==> config.mk <==
export PLATFORM = sky130hd
export DESIGN_NAME = control_alarma_flat
export DESIGN_NICKNAME = d
export VERILOG_FILES = /design/src/rtl/control_alarma_if.sv /design/src/rtl/control_alarma.sv /design/src/flat_wrapper.sv
export SDC_FILE = /design/constraint.sdc
export NUM_CORES = 1
export LEC_CHECK = 0
export ABC_AREA = 1
export ABC_CLOCK_PERIOD_IN_PS = 3050
export BUFFER_PORTS_ARGS = -buffer_cell sky130_fd_sc_hd__buf_2
export CORE_ASPECT_RATIO = 1.2
export CORE_UTILIZATION = 59
export DETAILED_ROUTE_END_ITERATION = 16
export PLACE_DENSITY = 0.95
export SETUP_SLACK_MARGIN = 0.5
export SYNTH_ARGS = -nofsm -noshare
export SYNTH_HDL_FRONTEND = slang
export SYNTH_SLANG_ARGS = --single-unit
==> constraint.sdc <==
create_clock -name clock -period 3.05 [get_ports clock]
set_clock_uncertainty 0.1 [all_clocks]
set_input_delay 0.7625 -clock clock [delete_from_list [all_inputs] [get_ports clock]]
set_output_delay 0.7625 -clock clock [all_outputs]
set_load 0.05 [all_outputs]
==> src/rtl/control_alarma_if.sv <==
// Signal bundle between the alarm controller and its neighbours:
// the time source, the setting block and the buzzer/LED outputs.
interface control_alarma_if;
  logic [4:0] ore_timp;
  logic [5:0] minute_timp;
  logic       tick_minut;
  logic       load_alarma;
  logic [4:0] ore_in;
  logic [5:0] minute_in;
  logic       semnal_activare;
  logic       semnal_stop;
  logic       semnal_amanare;
  logic       sonerie;
  logic       alarma_armata;
  logic [4:0] ore_alarma;
  logic [5:0] minute_alarma;
  logic [1:0] stare;

  modport master (
    output ore_timp, minute_timp, tick_minut, load_alarma, ore_in, minute_in,
           semnal_activare, semnal_stop, semnal_amanare,
    input  sonerie, alarma_armata, ore_alarma, minute_alarma, stare
  );

  modport slave (
    input  ore_timp, minute_timp, tick_minut, load_alarma, ore_in, minute_in,
           semnal_activare, semnal_stop, semnal_amanare,
    output sonerie, alarma_armata, ore_alarma, minute_alarma, stare
  );
endinterface

==> src/rtl/control_alarma.sv <==
// Alarm sequencer: stores the alarm time, rings on the matching minute tick,
// and handles stop, limited snoozes and the automatic ring timeout.
module control_alarma #(
  parameter int unsigned DURATA_SONERIE = 5,
  parameter int unsigned DURATA_AMANARE = 9,
  parameter int unsigned MAX_AMANARI    = 3
) (
  input  logic             clock,
  input  logic             reset,
  control_alarma_if.slave  bus
);

  typedef enum logic [1:0] {
    OFF     = 2'b00,
    ARMED   = 2'b01,
    RINGING = 2'b10,
    SNOOZE  = 2'b11
  } stare_t;

  localparam logic [5:0] DUR_S = 6'(DURATA_SONERIE);
  localparam logic [6:0] DUR_A = 7'(DURATA_AMANARE);
  localparam logic [2:0] MAX_A = 3'(MAX_AMANARI);

  stare_t     stare_q, stare_d;
  logic       sonerie_q, sonerie_d;
  logic       armata_q;
  logic [4:0] oreAl_q, oreAl_d;
  logic [5:0] minAl_q, minAl_d;
  logic [5:0] ringCnt_q, ringCnt_d;
  logic [2:0] snzCnt_q, snzCnt_d;
  logic [4:0] snzOre_q, snzOre_d;
  logic [5:0] snzMin_q, snzMin_d;

  logic       loadValid;
  logic       alarmMatch;
  logic       snoozeMatch;
  logic [6:0] minSum;
  logic [4:0] tgtOre;
  logic [5:0] tgtMin;

  assign loadValid   = bus.load_alarma && (bus.ore_in <= 5'd23) && (bus.minute_in <= 6'd59);
  assign alarmMatch  = (bus.ore_timp == oreAl_q) && (bus.minute_timp == minAl_q);
  assign snoozeMatch = (bus.ore_timp == snzOre_q) && (bus.minute_timp == snzMin_q);
  assign minSum      = {1'b0, bus.minute_timp} + DUR_A;

  // Snooze wake-up time: minutes wrap at 60 and carry into hours, which wrap at 24.
  always_comb begin
    tgtMin = minSum[5:0];
    tgtOre = bus.ore_timp;
    if (minSum >= 7'd60) begin
      tgtMin = 6'(minSum - 7'd60);
      tgtOre = (bus.ore_timp >= 5'd23) ? 5'd0 : bus.ore_timp + 5'd1;
    end
  end

  always_comb begin
    stare_d   = stare_q;
    sonerie_d = sonerie_q;
    oreAl_d   = oreAl_q;
    minAl_d   = minAl_q;
    ringCnt_d = ringCnt_q;
    snzCnt_d  = snzCnt_q;
    snzOre_d  = snzOre_q;
    snzMin_d  = snzMin_q;

    if (loadValid) begin
      oreAl_d   = bus.ore_in;
      minAl_d   = bus.minute_in;
      stare_d   = ARMED;
      sonerie_d = 1'b0;
      ringCnt_d = '0;
      snzCnt_d  = '0;
    end else if (bus.semnal_activare) begin
      stare_d   = (stare_q == OFF) ? ARMED : OFF;
      sonerie_d = 1'b0;
      ringCnt_d = '0;
      snzCnt_d  = '0;
    end else begin
      case (stare_q)
        OFF: ;
        ARMED: begin
          if (bus.tick_minut && alarmMatch) begin
            stare_d   = RINGING;
            sonerie_d = 1'b1;
            ringCnt_d = '0;
          end
        end
        // A snooze refused at the limit falls through, so the same tick can still time out.
        RINGING: begin
          if (bus.semnal_stop) begin
            stare_d   = ARMED;
            sonerie_d = 1'b0;
            ringCnt_d = '0;
            snzCnt_d  = '0;
          end else if (bus.semnal_amanare && (snzCnt_q < MAX_A)) begin
            stare_d   = SNOOZE;
            sonerie_d = 1'b0;
            snzCnt_d  = snzCnt_q + 3'd1;
            snzOre_d  = tgtOre;
            snzMin_d  = tgtMin;
          end else if (bus.tick_minut) begin
            ringCnt_d = ringCnt_q + 6'd1;
            if (ringCnt_q + 6'd1 == DUR_S) begin
              stare_d   = ARMED;
              sonerie_d = 1'b0;
              snzCnt_d  = '0;
            end
          end
        end
        SNOOZE: begin
          if (bus.semnal_stop) begin
            stare_d   = ARMED;
            sonerie_d = 1'b0;
            ringCnt_d = '0;
            snzCnt_d  = '0;
          end else if (bus.tick_minut && snoozeMatch) begin
            stare_d   = RINGING;
            sonerie_d = 1'b1;
            ringCnt_d = '0;
          end
        end
        default: begin
          stare_d   = OFF;
          sonerie_d = 1'b0;
        end
      endcase
    end
  end

  always_ff @(posedge clock) begin
    if (reset) begin
      stare_q   <= OFF;
      sonerie_q <= 1'b0;
      armata_q  <= 1'b0;
      oreAl_q   <= '0;
      minAl_q   <= '0;
      ringCnt_q <= '0;
      snzCnt_q  <= '0;
      snzOre_q  <= '0;
      snzMin_q  <= '0;
    end else begin
      stare_q   <= stare_d;
      sonerie_q <= sonerie_d;
      armata_q  <= (stare_d != OFF);
      oreAl_q   <= oreAl_d;
      minAl_q   <= minAl_d;
      ringCnt_q <= ringCnt_d;
      snzCnt_q  <= snzCnt_d;
      snzOre_q  <= snzOre_d;
      snzMin_q  <= snzMin_d;
    end
  end

  assign bus.stare         = stare_q;
  assign bus.sonerie       = sonerie_q;
  assign bus.alarma_armata = armata_q;
  assign bus.ore_alarma    = oreAl_q;
  assign bus.minute_alarma = minAl_q;

endmodule

==> src/flat_wrapper.sv <==
// flat-port wrapper written by rule: the top's interface ports become plain ports
module control_alarma_flat 
#(
  parameter int unsigned DURATA_SONERIE = 5,
  parameter int unsigned DURATA_AMANARE = 9,
  parameter int unsigned MAX_AMANARI    = 3
)
  (clock, reset, bus_ore_timp, bus_minute_timp, bus_tick_minut, bus_load_alarma, bus_ore_in, bus_minute_in, bus_semnal_activare, bus_semnal_stop, bus_semnal_amanare, bus_sonerie, bus_alarma_armata, bus_ore_alarma, bus_minute_alarma, bus_stare);
  control_alarma_if bus_i ();
  input  logic clock;
  input  logic reset;
  input wire logic [$bits(bus_i.ore_timp)-1:0] bus_ore_timp;
  input wire logic [$bits(bus_i.minute_timp)-1:0] bus_minute_timp;
  input wire logic [$bits(bus_i.tick_minut)-1:0] bus_tick_minut;
  input wire logic [$bits(bus_i.load_alarma)-1:0] bus_load_alarma;
  input wire logic [$bits(bus_i.ore_in)-1:0] bus_ore_in;
  input wire logic [$bits(bus_i.minute_in)-1:0] bus_minute_in;
  input wire logic [$bits(bus_i.semnal_activare)-1:0] bus_semnal_activare;
  input wire logic [$bits(bus_i.semnal_stop)-1:0] bus_semnal_stop;
  input wire logic [$bits(bus_i.semnal_amanare)-1:0] bus_semnal_amanare;
  output wire logic [$bits(bus_i.sonerie)-1:0] bus_sonerie;
  output wire logic [$bits(bus_i.alarma_armata)-1:0] bus_alarma_armata;
  output wire logic [$bits(bus_i.ore_alarma)-1:0] bus_ore_alarma;
  output wire logic [$bits(bus_i.minute_alarma)-1:0] bus_minute_alarma;
  output wire logic [$bits(bus_i.stare)-1:0] bus_stare;
  assign bus_i.ore_timp = bus_ore_timp;
  assign bus_i.minute_timp = bus_minute_timp;
  assign bus_i.tick_minut = bus_tick_minut;
  assign bus_i.load_alarma = bus_load_alarma;
  assign bus_i.ore_in = bus_ore_in;
  assign bus_i.minute_in = bus_minute_in;
  assign bus_i.semnal_activare = bus_semnal_activare;
  assign bus_i.semnal_stop = bus_semnal_stop;
  assign bus_i.semnal_amanare = bus_semnal_amanare;
  assign bus_sonerie = bus_i.sonerie;
  assign bus_alarma_armata = bus_i.alarma_armata;
  assign bus_ore_alarma = bus_i.ore_alarma;
  assign bus_minute_alarma = bus_i.minute_alarma;
  assign bus_stare = bus_i.stare;
  control_alarma #(.DURATA_SONERIE(DURATA_SONERIE), .DURATA_AMANARE(DURATA_AMANARE), .MAX_AMANARI(MAX_AMANARI)) u_core (.clock(clock), .reset(reset), .bus(bus_i));
endmodule
Word-level counts from Yosys, hierarchy flattened --
Index checks and enable logic that the tools add are counted.
Word-level totals: register bits after elaboration 35, input port bits 29, output and inout bits 15, logic and storage cells 88
Cells by class: add/sub/neg operators 5, order comparisons 5, eq/ne operators 15, mux-type cells 35, bitwise gates (word level) 3, reduce and logical (&&, ||, !) cells 16
Operator list (number):
- 6-bit two-way mux | 7
- 2-bit two-way mux | 9
- 6-bit one-hot mux with 3 select lines | 1
- 3-bit two-way mux | 5
- 5-bit AND reduction | 3
- 6-bit equality test | 2
- 5-bit equality test | 2
- 5-bit two-way mux | 2
- 1-bit two-way mux | 8
- 6-bit by 4-bit adder with 7-bit output (second input constant) | 1
- 7-bit by 6-bit >= comparator with 1-bit output (second input constant) | 1
- 1-bit logical AND | 7
- 6-bit by 1-bit adder with 6-bit output (second input constant) | 1
- 6-bit by 3-bit equality test with 1-bit output (second input constant) | 1
- 6-bit less-or-equal comparator (second input constant) | 1
- 3-bit inequality test (second input constant) | 2
- 2-bit one-hot mux with 3 select lines | 1
- 3-bit one-hot mux with 2 select lines | 1
- 6-bit subtractor (second input constant) | 1
- 5-bit by 1-bit adder with 5-bit output (second input constant) | 1
- 5-bit >= comparator (second input constant) | 1
- 5-bit less-or-equal comparator (second input constant) | 1
- 2-bit equality test (second input constant) | 2
- 4-bit by 2-bit inequality test with 1-bit output (second input constant) | 1
- 14 further kinds | 17

Logic depth before layout (Yosys ltp) --
Gate-level depths: netlist of run 1.
depth after elaboration 10, gate-level depth with buffers 14, mapped depth without buffers 13

Least setup slack after synthesis of run 1 --
Ideal clock, no wire load.
path kind input to register, start in bus_minute_timp[0], end reg u_core.snzOre_q[0], library setup time 0.070 ns, data arrival time 2.081 ns, required time 2.880 ns, slack 0.799 ns, stages on the path 12, buffers on the path 1, cells stage by stage ha_1 xor2_1 ha_1 nand4_1 nand2_1 nand2_2 nand2_2 buf_6 nand2_1 nand2_1 nand2_1 a21oi_1
Between the ends: cells in the longest elaborated chain, start to end 3
RTL lines:
- start, declared | line flat_wrapper.sv:13 | input wire logic [$bits(bus_i.minute_timp)-1:0] bus_minute_timp;
- 6-bit by 4-bit adder with 7-bit output | line control_alarma.sv:44 | assign minSum = {1'b0, bus.minute_timp} + DUR_A;
- 7-bit by 6-bit >= comparator with 1-bit output | line control_alarma.sv:50 | if (minSum >= 7'd60) begin
- 5-bit two-way mux | line control_alarma.sv:50
- end signal, assigned | line control_alarma.sv:149 | snzOre_q <= snzOre_d;
- end, declared | line control_alarma.sv:31 | logic [4:0] snzOre_q, snzOre_d;
No other way between the ends. A chain may end at the register's enable or synchronous reset.

Worst setup path after layout of run 1 --
start in bus_minute_timp[1], end reg u_core.snzOre_q[3]
The elaborated chain is that of the path after synthesis.

==> summary.md, run 1 <==
| Metric | Value |
|---|---|
| TritonCTS clock tree | built |
| Hold endpoint | u_core.snzMin_q[1] |
| Hold-fix buffers at CTS | 0 |
| Area fraction in compound gates after synthesis | between 10 and 15% |
| DIE WIDTH | 58.0 microns |
| Placed standard-cell area | ~2400 sq um |
| Peak VDD IR | between 0.3 and 0.4 mV |
| MaxCap Viol Count | 0 |
| H-tree lvl count | 2 |
| Core area | 3600 sq um |
| Count of cell types in the netlist | 26 |
| Status | finished clean |
| Initial antenna violation count | 0 |
| Total Power | 1070 uW |
| FF-to-FF End | u_core.snzMin_q[1] |
| Hold Crit Depth | 2 |
| Commonest register cell after synthesis | dfxtp_1 |
| FF-to-FF setup slack | 0.80 ns |
| PD cells | approximately 420 nW/um^2 |
| Fillers | 320 |
| CP Class | in -> reg |
| Mapped Avg Cell Area | about 6.2 sq um |
| GRT overflow | 0 |
| # diodes | 0 |
| Routed len/inst | ~12 microns |
| Sequential area share after synthesis | a little under a third |
| Area delta synth->final | 14.0% |
| Global-route wire length before repair | 9.12 mm |
| Max Clock Freq | about 0.42 GHz |
| Die area | 4020 sq um |
| Initial detailed-routing violation count | roughly 190 |
| Leakage | between 0.001 and 0.0015 uW |
| Pin count of the biggest net entering global routing | 19 |
| CTS Buf Count | 5 |
| WL final | roughly 5.5 mm |
| Worst R2R Start | u_core.bus.stare[1] |
| Mapped Nets | 391 |
| Final layout net count | 436 |
| Most frequent cells in the layout | 98 x nand2_1, 53 x inv_1, 46 x nor2_1, 43 x buf_2, 35 x dfxtp_1 |
| Setup violators final | 0 |
| Via count | 2399 |
| DP Wirelength | approximately 4.2 mm |
| Worst Tran Pin Value | approximately 0.5 ns |
| Clk_lat worst skew | roughly 0.30 ns |
| Finished Cell Area | roughly 2500 sq um |
| CTS root buf | clkbuf_8 |
| CP Capture Type | flip-flop |
| DIE HEIGHT | 69.2 microns |
| Worst Path Arrival | about 2.5 ns |
| Clock tree buffer depth | 2 |
| Number of iterations in the first detailed-routing pass | 4 |
| IO buf count | 43 |
| Most common cell after layout, fill and taps aside | nand2_1 |
| Main combinational cell family by area after synthesis | simple AND/OR/NAND/NOR gates |
| Hold Vio Cnt, Final | 0 |
| Number of gates resized after cts | 0 |
| Synth Register Bits | 35 |
| Routability Congestion | approximately 0.9 |
| DRC viols | 0 |
| Hold WC Path Type | reg -> reg |
| FF-to-FF path depth | 9 |
| Req. time, crit path | 3.15 ns |
| Routed Antenna Nets | 0 |
| Critical path startpoint category | input port |
| XOR/XNOR Fraction of Synth Area | around 4.3% |
| Share of the core filled with cells | ~70% |
| Post-Syn Area | 2220 sq um |
| Postcts setup bufs | 0 |
| Num ports | 44 |
| Multiplexer fraction of the synthesized cell area | 0% |
| Slew Limit Fails | 0 |
| Simple-gate share of the synthesized area | 35.1% |
| Fin crit period | 2.35 ns |
| Number of global-route vias before repair | 2229 |
| RSZ-0062 raised after global routing | false |
| Worst-path clk slew | roughly 0.070 ns |
| Storage element area | 701 sq um |
| Gr usage total | 28.8% |
| Critical-path maximum fanout | 11 |
| Starting Density | slightly above 60% |
| Min-Delay Startpoint | u_core.snzMin_q[1] |
| Drt via density | 5.44 |
| Adder-cell area share of the yosys netlist | 3.38% |
| Clk sink count | 35 |
| Post-synthesis cell count | approximately 360 |
| Yosys warnings | 0 |
| Fraction of registers with async set/reset | 0% |
| Slew HR | 66.6% |
| Num rows | 24 |
| Layout cell share with drive strength beyond 1 | about 15% |
| Post-synth EDFFs | 0 |
| Total Neg Setup Slack | 0 ns |
| Area occupied by multi-input gates | between 1000 and 1500 sq um |
| Crit share post-route | 77.2% |
## power by group
part	internal, uW	switching [uW]
logic	73.0	170
clock network	160	179
registers	474	14.4
## kinds of logic after synthesis
logic type	count (synthesis)
flip-flops	35
AO/OA/AOI/OAI	59
XOR/XNOR	11
AND/OR/NAND/NOR	186
adder cells (fa/ha/maj)	6
buffers and inverters	59
## registers in the layout (all words and copies together), names as in the netlist
| signal | flops |
|---|---|
| u_core.bus.ore_alarma | 5 |
| u_core.snzCnt_q | 3 |
| u_core.bus.sonerie | 1 |
| u_core.bus.stare | 2 |
| u_core.bus.minute_alarma | 6 |
| u_core.ringCnt_q | 6 |
| u_core.snzMin_q | 6 |
| u_core.bus.alarma_armata | 1 |
| u_core.snzOre_q | 5 |
## layer usage
layer / vias up / GRT usage (%) / part of all wire, %
li1: 1221 / - / -
met1: 1072 / 32.6 / 40
met2: 94 / 49.9 / 52
met3: 12 / 5.60 / 6.3
met4: 0 / 14.6 / 2.5
met5: - / 0 / 0
## worst max-delay path, cell delays in order
cell	delay [ns]
buf_2	0.16
ha_1	0.23
xor2_1	0.30
ha_1	0.25
nand4_1	0.10
nand2_1	0.09
nand2_2	0.08
nand2_2	0.18
inv_1	0.08
nand2_1	0.06
nand3_1	0.07
nand2_1	0.07
inv_1	0.04
## synthesized netlist by cell type (3+ instances only)
cell | n | area share [%]
inv_1 | 53 | 9.0
nor2_2 | 4 | 1.1
nor2_1 | 46 | 7.8
xnor2_1 | 4 | 1.6
o211ai_1 | 3 | 1.0
nand3_1 | 21 | 4.7
nand2_1 | 98 | 17
xor2_1 | 7 | 2.8
o21ai_0 | 26 | 5.9
ha_1 | 6 | 3.4
buf_6 | 3 | 1.5
a21oi_1 | 20 | 4.5
dfxtp_1 | 35 | 32
nand4_1 | 11 | 3.1
## layout make-up
class / instances / area share, %
Clock inverter: 2 / 0.494
Timing Repair Buffer: 44 / 8.79
Inverter: 53 / 7.85
Tap cell: 39 / 1.93
Sequential cell: 35 / 27.7
Clock buffer: 6 / 2.86
Multi-Input combinational cell: 262 / 50.4
## worst max-delay path by stage
stage | from | end | slack, ns | cells after the start
final | bus_minute_timp[1] | u_core.snzOre_q[3] | 0.70 | 13
after global routing | bus_minute_timp[1] | u_core.snzOre_q[4] | 0.51 | 12
after CTS | bus_minute_timp[1] | u_core.snzOre_q[3] | 0.71 | 13
after detailed placement | bus_minute_timp[1] | u_core.snzOre_q[3] | 0.40 | 13
after global placement | bus_minute_timp[1] | u_core.snzOre_q[3] | 0.51 | 13
after floorplan | bus_minute_timp[0] | u_core.snzOre_q[0] | 0.80 | 12
## through the flow
stage                     setup slack, ns  hold slack, ns  cells
after global routing                0.506           0.415    441
after floorplan                     0.799           0.350    356
after detailed placement            0.405           0.370    433
after CTS                           0.709           0.381    441
after global placement              0.511           0.347    433
final                               0.697           0.383    441
Note: power is estimated with default switching activity, not from simulation.
==> inputs of run 2 (changes only) <==
--- a/config.mk
+++ b/config.mk
@@ -6,12 +6,12 @@
 export NUM_CORES = 1
 export LEC_CHECK = 0
 export ABC_AREA = 1
-export ABC_CLOCK_PERIOD_IN_PS = 3050
+export ABC_CLOCK_PERIOD_IN_PS = 2450
 export BUFFER_PORTS_ARGS = -buffer_cell sky130_fd_sc_hd__buf_2
 export CORE_ASPECT_RATIO = 1.2
-export CORE_UTILIZATION = 59
+export CORE_UTILIZATION = 55
 export DETAILED_ROUTE_END_ITERATION = 16
-export PLACE_DENSITY = 0.95
+export PLACE_DENSITY = 0.9
 export SETUP_SLACK_MARGIN = 0.5
 export SYNTH_ARGS = -nofsm -noshare
 export SYNTH_HDL_FRONTEND = slang
==> constraint.sdc (replaced) <==
create_clock -name clock -period 2.45 [get_ports clock]
set_clock_uncertainty 0.1 [all_clocks]
set_input_delay 0.6125 -clock clock [delete_from_list [all_inputs] [get_ports clock]]
set_output_delay 0.6125 -clock clock [all_outputs]
set_load 0.05 [all_outputs]
==> run 2 against run 1 <==
Against the previous run:
- setup slack got worse by 0.16 ns
- hold slack worse by 0.0042 ns
- global-route usage decreased by 0.84 points
- clock-buffer cell count did not move
- via count up 2.3%
- first-iteration DRC count is 2.1% higher
- cell count grew 4.8%
- design area up 8.4%
- sequential power increased by 25%
- routed wire length up 7.3%
- critical endpoint unchanged
==> summary.md, run 2 (same netlist as run 1, synthesis figures left out) <==
| Metric | Value |
|---|---|
| Max Clock Freq | 0.522 GHz |
| CP Class | in -> reg |
| Sw frac | 33.3% (-0.62 points) |
| Number of global-route vias before repair | 2168 (-2.7%) |
| Crit share post-route | between 70% and 80% |
| Psw | 448 uW (+24%) |
| CTS root buf | clkbuf_8 |
| Hold endpoint | u_core.snzOre_q[1] |
| WL final | 5.85 mm (+7.3%) |
| Final layout net count | 446 (+2.3%) |
| DP Wirelength | 4.09 mm (-1.7%) |
| Fin cells | 462 (+4.8%) |
| Sequential share of power | 45.3% (-0.4 points) |
| Drt via density | 5.31 (-2.3%) |
| PD cells | 490 nW/um^2 (+16%) |
| Area delta synth->final | 23.6% |
| Most common cell after layout, fill and taps aside | nand2_1 |
| CP Capture Type | flip-flop |
| Core area | 3750 sq um (+4.2%) |
| Gr usage total | 27.9% (-0.84 points) |
| Routed len/inst | 12.7 microns (+2.4%) |
| Pin count of the biggest net entering global routing | 19 (unchanged) |
| Clock tree buffer depth | 2 (unchanged) |
| Layout cell share with drive strength beyond 1 | 20.5% (+5.8 points) |
| Setup violators final | 0 (unchanged) |
| Hold WC Path Type | reg -> reg |
| MaxCap Viol Count | 0 (unchanged) |
| Clk sink count | 35 (unchanged) |
| Slew Limit Fails | 0 (unchanged) |
| Slew HR | 64.9% (-1.7 points) |
| Num rows | 24 (unchanged) |
| Hold Vio Cnt, Final | 0 (unchanged) |
| Critical path depth | 11 (-2) |
| Via count | 2455 (+2.3%) |
| Worst Path Arrival | 2.01 ns (-0.45 ns) |
| TritonCTS clock tree | built |
| Num ports | 44 (unchanged) |
| Critical path startpoint category | input port |
| Hold-fix buffers at CTS | 0 (unchanged) |
| Worst R2R Start | u_core.ringCnt_q[0] |
| Comb pwr share | 25.9% (+3.2 points) |
| Worst path bufs/invs | 4 (+1) |
| DIE WIDTH | 60.0 microns (+3.4%) |
| Routability Congestion | 0.883 (-1.9%) |
| FF-to-FF End | u_core.snzCnt_q[1] |
| IO buf count | 43 (unchanged) |
| Min-Delay Startpoint | u_core.snzOre_q[1] |
| Die area | 4300 sq um (+7.0%) |
| Total Neg Setup Slack | 0 ns (unchanged) |
| FF-to-FF setup slack | 0.64 ns (-0.16 ns) |
| RSZ-0062 raised after global routing | true |
| Fillers | 328 (+2.5%) |
| Global-route wire length before repair | 9.18 mm (+0.68%) |
| Most used cell, CP | inv_1 |
| DIE HEIGHT | 71.6 microns (+3.5%) |
| Clk_lat worst skew | 0.29 ns (about the same) |
| # diodes | 0 (unchanged) |
| Status | finished clean |
| Peak VDD IR | 0.358 mV (+11%) |
| Worst Tran Pin Value | 0.526 ns (+0.0253 ns) |
| Cells after DPL | 448 (+3.5%) |
| Most frequent cells in the layout | 96 x nand2_1, 51 x inv_1, 43 x nor2_1, 40 x buf_2, 32 x dfxtp_1 |
| FF-to-FF path depth | 12 (+3) |
| Fin crit period | between 1.5 and 2 ns |
| Starting Density | 59.2% (-2.5 points) |
| Slowest CP cell | a21oi_1 |
| Hold Crit Depth | 2 (unchanged) |
| Clk pwr share | 28.8% (-2.8 points) |
| GRT overflow | 0 (unchanged) |
| DRC viols | 0 (unchanged) |
| H-tree lvl count | 2 (unchanged) |
| CTS Buf Count | 5 (unchanged) |
| Peak per-stage delay on the critical path | 0.31 ns (about the same) |
| Pint | 898 uW (+27%) |
| Initial detailed-routing violation count | 192 (+2.1%) |
| Worst-path clk slew | 0.07 ns (about the same) |
| Share of the core filled with cells | 73.2% (+2.9 points) |
| CP top delay family | buffers and inverters |
| Number of iterations in the first detailed-routing pass | 5 (+1) |
| Routed Antenna Nets | 0 (unchanged) |
| Initial antenna violation count | 0 (unchanged) |
| Crit path cell chain | buf_2, inv_1, a21oi_1, xor2_2, nand2_4, nand2_4, inv_1, nand2_1, nand3_1, nand2_1, inv_1 |
| Leakage | 0.00129 uW (+5.2%) |
| Critical-path maximum fanout | 6 (-5) |
| Req. time, crit path | 2.55 ns (-0.60 ns) |
==> run 2: changes by cell type in the layout (fill, tap and decap cells not counted), moves of 3 or more <==
cell	change
dfxtp_1	-3
dfxtp_2	+3
nor2_1	-3
buf_4	+9
buf_2	-3
xor2_1	-3
buf_6	+3
ha_1	-3
==> run 2: per-layer routing <==
layer	up-vias	GRT usage [%]	wire length, microns
met5	-	0	0
met4	0	7.75	117
met3	15	5.78	374
met2	92	46.5	2820
met1	1101	36.1	2540
li1	1247	-	-
==> run 2: power by group through the flow <==
stage	clock (uW)	sequential [uW]	combinational, uW
finish	388	610	348
global route	414	613	383
CTS	386	609	314
detailed placement	0	622	304
global placement	0	621	300
floorplan	0	685	154
==> run 2: tightest hold or removal path, delay by kind of cell, from the launching register on <==
family / cells / cell delay (ns)
AO/OA/AOI/OAI: 1 / 0.05
AND/OR/NAND/NOR: 1 / 0.06
flip-flops: 1 / 0.32
==> run 2: worst max-delay path by stage <==
stage,slack (ns),end,from
2_1_floorplan,0.48,u_core.snzOre_q[0],bus_minute_timp[0]
3_3_place_gp,0.17,u_core.snzOre_q[3],bus_minute_timp[2]
3_5_place_dp,0.13,u_core.snzOre_q[3],bus_minute_timp[2]
4_1_cts,0.51,u_core.snzOre_q[3],bus_minute_timp[0]
5_1_grt,0.42,u_core.snzOre_q[3],bus_minute_timp[3]
6_report,0.53,u_core.snzOre_q[3],bus_minute_timp[3]
==> run 2: cell type report <==
| class | instances | area [sq um] | area share (%) |
|---|---|---|---|
| well taps | 52 | 65.1 | 2.37 |
| multi-input cells | 263 | 1400 | 50.8 |
| inverters | 53 | 199 | 7.24 |
| repair buffers | 53 | 309 | 11.3 |
| clock buffers | 6 | 72.6 | 2.64 |
| flip-flops and latches | 35 | 704 | 25.6 |
==> run 2: stage by stage <==
| step | setup WS [ns] | power (uW) | instance area (sq um) | hold slack, ns |
|---|---|---|---|---|
| global placement | 0.173 | 921 | 2500 | 0.347 |
| floorplan | 0.483 | 839 | 2250 | 0.350 |
| finish | 0.533 | 1350 | 2750 | 0.379 |
| detailed placement | 0.135 | 926 | 2500 | 0.367 |
| CTS | 0.515 | 1310 | 2610 | 0.380 |
| global route | 0.415 | 1410 | 2750 | 0.391 |
==> run 2: what timing repair did <==
action	in CTS	in global routing
gates resized for setup	4	27
cloned	0	2
buffers inserted	1	5
setup endpoints to repair	6	23
hold endpoints to repair	0	0
pin swaps	1	12
==> inputs of run 3 (changes only) <==
--- a/config.mk
+++ b/config.mk
@@ -6,7 +6,7 @@
 export NUM_CORES = 1
 export LEC_CHECK = 0
 export ABC_AREA = 1
-export ABC_CLOCK_PERIOD_IN_PS = 2450
+export ABC_CLOCK_PERIOD_IN_PS = 1800
 export BUFFER_PORTS_ARGS = -buffer_cell sky130_fd_sc_hd__buf_2
 export CORE_ASPECT_RATIO = 1.2
 export CORE_UTILIZATION = 55
==> constraint.sdc (replaced) <==
create_clock -name clock -period 1.8 [get_ports clock]
set_clock_uncertainty 0.1 [all_clocks]
set_input_delay 0.45 -clock clock [delete_from_list [all_inputs] [get_ports clock]]
set_output_delay 0.45 -clock clock [all_outputs]
set_load 0.05 [all_outputs]
==> run 3 against run 2 <==
Against the previous run:
- the run now fails in global routing
- synthesized cell count did not move
- synthesized area stayed put
==> summary.md, run 3 <==
| Metric | Value |
|---|---|
| Status | did not finish |
| Last stage | global routing |
| First Err | [ERROR DPL-0038] Utilization greater than 100%, impossible to legalize |
| Pre-CTS setup slack | -0.283 ns (-0.418 ns) |
| Synth cell count leaders | 98 x nand2_1, 53 x inv_1, 46 x nor2_1 |
| Post-Syn Area | 2220 sq um (unchanged) |
| IO buf count | 43 (unchanged) |
| Clk sink count | 35 (unchanged) |
| DIE WIDTH | 60.0 microns (unchanged) |
| Pin count of the biggest net entering global routing | 18 |
| CTS Buf Count | 5 (unchanged) |
| Mapped Nets | 391 (unchanged) |
| Count of cell types in the netlist | 26 (unchanged) |
| Num ports | 44 (unchanged) |
| Routability Congestion | 0.915 (+3.6%) |
| DP Wirelength | 4.83 mm (+18%) |
| CTS root buf | clkbuf_8 |
| Placed standard-cell area | 2900 sq um (+16%) |
| Sequential area share after synthesis | 31.5% (unchanged) |
| Num rows | 24 (unchanged) |
| Cells after DPL | 484 (+8.0%) |
| Most frequent cell after synthesis | nand2_1 |
| Mapped Avg Cell Area | 6.24 sq um (unchanged) |
| Fraction of registers with async set/reset | 0% (unchanged) |
| DIE HEIGHT | 71.6 microns (unchanged) |
| Commonest register cell after synthesis | dfxtp_1 |
| Post-synth EDFFs | 0 (unchanged) |
| Hold-fix buffers at CTS | 0 (unchanged) |
| H-tree lvl count | 2 (unchanged) |
| Clock tree buffer depth | 2 (unchanged) |
| Synth top area share | 31.5% (unchanged) |
| GRT worst endpoint | u_core.bus.alarma_armata$_SDFF_PP0_/D |
| Post-synthesis cell count | 356 (unchanged) |
| Synth area leader | dfxtp_1 |
| Synth Register Bits | 35 (unchanged) |
| Worst ep type | register input |
| Starting Density | 59.2% (unchanged) |
| Synth top area cells | dfxtp_1 32%, nand2_1 17%, inv_1 9.0% |
| Yosys warnings | 0 (unchanged) |
[run 3: what timing repair did]
action,4_1_cts
setup endpoints to repair,45
cloned,3
gates resized for setup,111
setup buffers,17
pin swaps,40
[run 3: cell families after synthesis]
family / after synthesis / synth area share (%)
AOI/OAI and AO/OA: 59 / 14.6
xor gates and xnor gates: 11 / 4.34
adders and majority gates: 6 / 3.38
buffers and inverters: 59 / 11.0
DFF: 35 / 31.5
and+or+nand+nor: 186 / 35.1
[run 3: metrics by stage]
stage,TNS [ns],hold slack (ns)
2_1_floorplan,-0.0157,0.350
4_1_cts,0,0.296
3_5_place_dp,-3.55,0.368
3_3_place_gp,-2.30,0.348
==> inputs of run 4 (changes only) <==
--- a/config.mk
+++ b/config.mk
@@ -8,11 +8,9 @@
 export ABC_AREA = 1
 export ABC_CLOCK_PERIOD_IN_PS = 1800
 export BUFFER_PORTS_ARGS = -buffer_cell sky130_fd_sc_hd__buf_2
-export CORE_ASPECT_RATIO = 1.2
-export CORE_UTILIZATION = 55
+export CORE_UTILIZATION = 40
 export DETAILED_ROUTE_END_ITERATION = 16
-export PLACE_DENSITY = 0.9
-export SETUP_SLACK_MARGIN = 0.5
+export PLACE_DENSITY_LB_ADDON = 0.15
 export SYNTH_ARGS = -nofsm -noshare
 export SYNTH_HDL_FRONTEND = slang
 export SYNTH_SLANG_ARGS = --single-unit
==> run 4 against run 3 <==
Against the previous run:
- the flow now finishes without violations
==> summary.md, run 4 (same netlist as run 1, synthesis figures left out) <==
| Metric | Value |
|---|---|
| Worst Path Arrival | approximately 1.8 ns |
| CP Class | in -> reg |
| FF-to-FF End | u_core.snzMin_q[1] |
| Number of iterations in the first detailed-routing pass | 4 |
| Starting Density | 42.4% (-17 points) |
| Slowest CP cell | nor2_4 |
| Crit share post-route | a little over nine tenths |
| Drt via density | ~4.7 |
| Max Clock Freq | 0.587 GHz |
| Area delta synth->final | 42.6% |
| MaxCap Viol Count | 0 |
| Clock tree buffer depth | 2 (unchanged) |
| Global-route wire length before repair | 9.65 mm |
| Peak VDD IR | between 0.4 and 0.5 mV |
| Status | finished clean |
| Initial antenna violation count | 0 |
| Layout cell share with drive strength beyond 1 | between 30 and 40% |
| IO buf count | 43 (unchanged) |
| Gr usage total | roughly a fifth |
| CTS Buf Count | 5 (unchanged) |
| PD cells | just over 600 nW/um^2 |
| Die area | between 5000 and 6000 sq um |
| Worst Tran Pin Value | 0.286 ns |
| Most frequent cells in the layout | 87 x nand2_1, 51 x buf_4, 44 x inv_1, 41 x nor2_1, 41 x buf_2 |
| Hold WC Path Type | in -> reg |
| CTS root buf | clkbuf_8 |
| Via count | about 2500 |
| Critical-path maximum fanout | 6 |
| Routability Congestion | 0.825 (-9.8%) |
| Origin of the worst setup path | bus_ore_timp[3] |
| Worst R2R Start | u_core.snzCnt_q[1] |
| Critical path startpoint category | input port |
| Total Power | between 1500 and 2000 uW |
| Peak per-stage delay on the critical path | 0.18 ns |
| DIE WIDTH | 76.5 microns (+28%) |
| DIE HEIGHT | 76.5 microns (+6.8%) |
| TritonCTS clock tree | built |
| # diodes | 0 |
| CP Capture Type | flip-flop |
| DP Wirelength | 4.57 mm (-5.4%) |
| Crit path cell chain | buf_2, inv_2, buf_4, nand2_1, nand4_1, nor2_1, nand4_1, nand2_1, nand2_2, nor2_4, buf_12, nand2_4, nand2_2, nor2_2 |
| FF-to-FF setup slack | roughly 0.11 ns |
| Setup violators final | 0 |
| Routed len/inst | approximately 11 microns |
| Req. time, crit path | 1.88 ns |
| Slew Limit Fails | 0 |
| FF-to-FF path depth | 10 |
| Final layout net count | approximately 500 |
| Initial detailed-routing violation count | about 110 |
| Slew HR | around four fifths |
| GRT overflow | 0 |
| Number of global-route vias before repair | between 2000 and 2500 |
| Routed Antenna Nets | 0 |
| Final worst setup slack | roughly 0.098 ns |
| Pre-CTS setup slack | -0.303 ns (-0.0201 ns) |
| Most common cell after layout, fill and taps aside | nand2_1 |
| H-tree lvl count | 2 (unchanged) |
| Fillers | approximately 520 |
| Leakage | 0.00152 uW |
| Clk_lat worst skew | approximately 0.28 ns |
| Clk sink count | 35 (unchanged) |
| Hold Vio Cnt, Final | 0 |
| Worst-path clk slew | around 0.070 ns |
| Core area | ~5200 sq um |
| RSZ-0062 raised after global routing | true |
| Fin crit period | around 1.7 ns |
| WL final | 5.92 mm |
| Critical path endpoint | u_core.ringCnt_q[5] |
| Num rows | 26 (+8.3%) |
| Num ports | 44 (unchanged) |
| DRC viols | 0 |
| Cells after DPL | 512 (+5.8%) |
| Pin count of the biggest net entering global routing | 17 |
| Fin cells | between 500 and 600 |
## run 4: critical path, delay by kind of cell
kind / cells / cell delay (ns)
and+or+nand+nor: 10 / 0.91
buffers and inverters: 4 / 0.43
## run 4: layer usage
metal,vias to the layer above,share of wire [%],track usage [%]
met1,1094,49,29.3
met5,-,0,0
met2,55,45,31.4
li1,1338,-,-
met3,6,5.4,3.11
met4,0,0.91,5.19
## run 4: repair_timing
action,CTS,global route
hold buffers,0,0
gates resized for setup,0,51
endpoints found under the setup margin,0,24
buffers inserted,0,3
## run 4: how the worst min path moves through the flow
stage                             from                       end  slack, ns  cells after the start
floorplan           u_core.snzMin_q[1]        u_core.snzMin_q[1]       0.35                      2
global placement    u_core.bus.sonerie        u_core.bus.sonerie       0.35                      2
global route             bus_ore_in[3]  u_core.bus.ore_alarma[3]       0.32                      3
detailed placement  u_core.bus.sonerie        u_core.bus.sonerie       0.36                      2
finish                   bus_ore_in[3]  u_core.bus.ore_alarma[3]       0.31                      3
CTS                      bus_ore_in[3]  u_core.bus.ore_alarma[3]       0.31                      3
## run 4: area by class of cell
cell class	instances	area (sq um)	area share, %
Clock buffer	7	76.3	2.41
Clock inverter	1	5.00	0.158
Inverter	53	203	6.40
Multi-Input combinational cell	263	1420	44.7
Sequential cell	35	717	22.6
Tap cell	70	87.6	2.76
Timing Repair Buffer	96	664	21.0
## run 4: report_power, final
group | leakage [uW] | internal [uW] | switching [uW]
logic | 0.00119 | 219 | 322
clock network | 0.0000422 | 272 | 282
registers | 0.000290 | 805 | 21.4
total | 0.00152 | 1300 | 626
## run 4: per-stage QoR
stage,util (%),instance area [sq um],hold slack (ns),TNS [ns]
after CTS,57.0,2990,0.308,0
after global routing,60.5,3170,0.319,-0.116
after floorplan,-,2250,0.350,-0.0122
final,60.5,3170,0.313,0
after global placement,55.4,2900,0.348,-3.18
after detailed placement,55.4,2900,0.360,-3.96
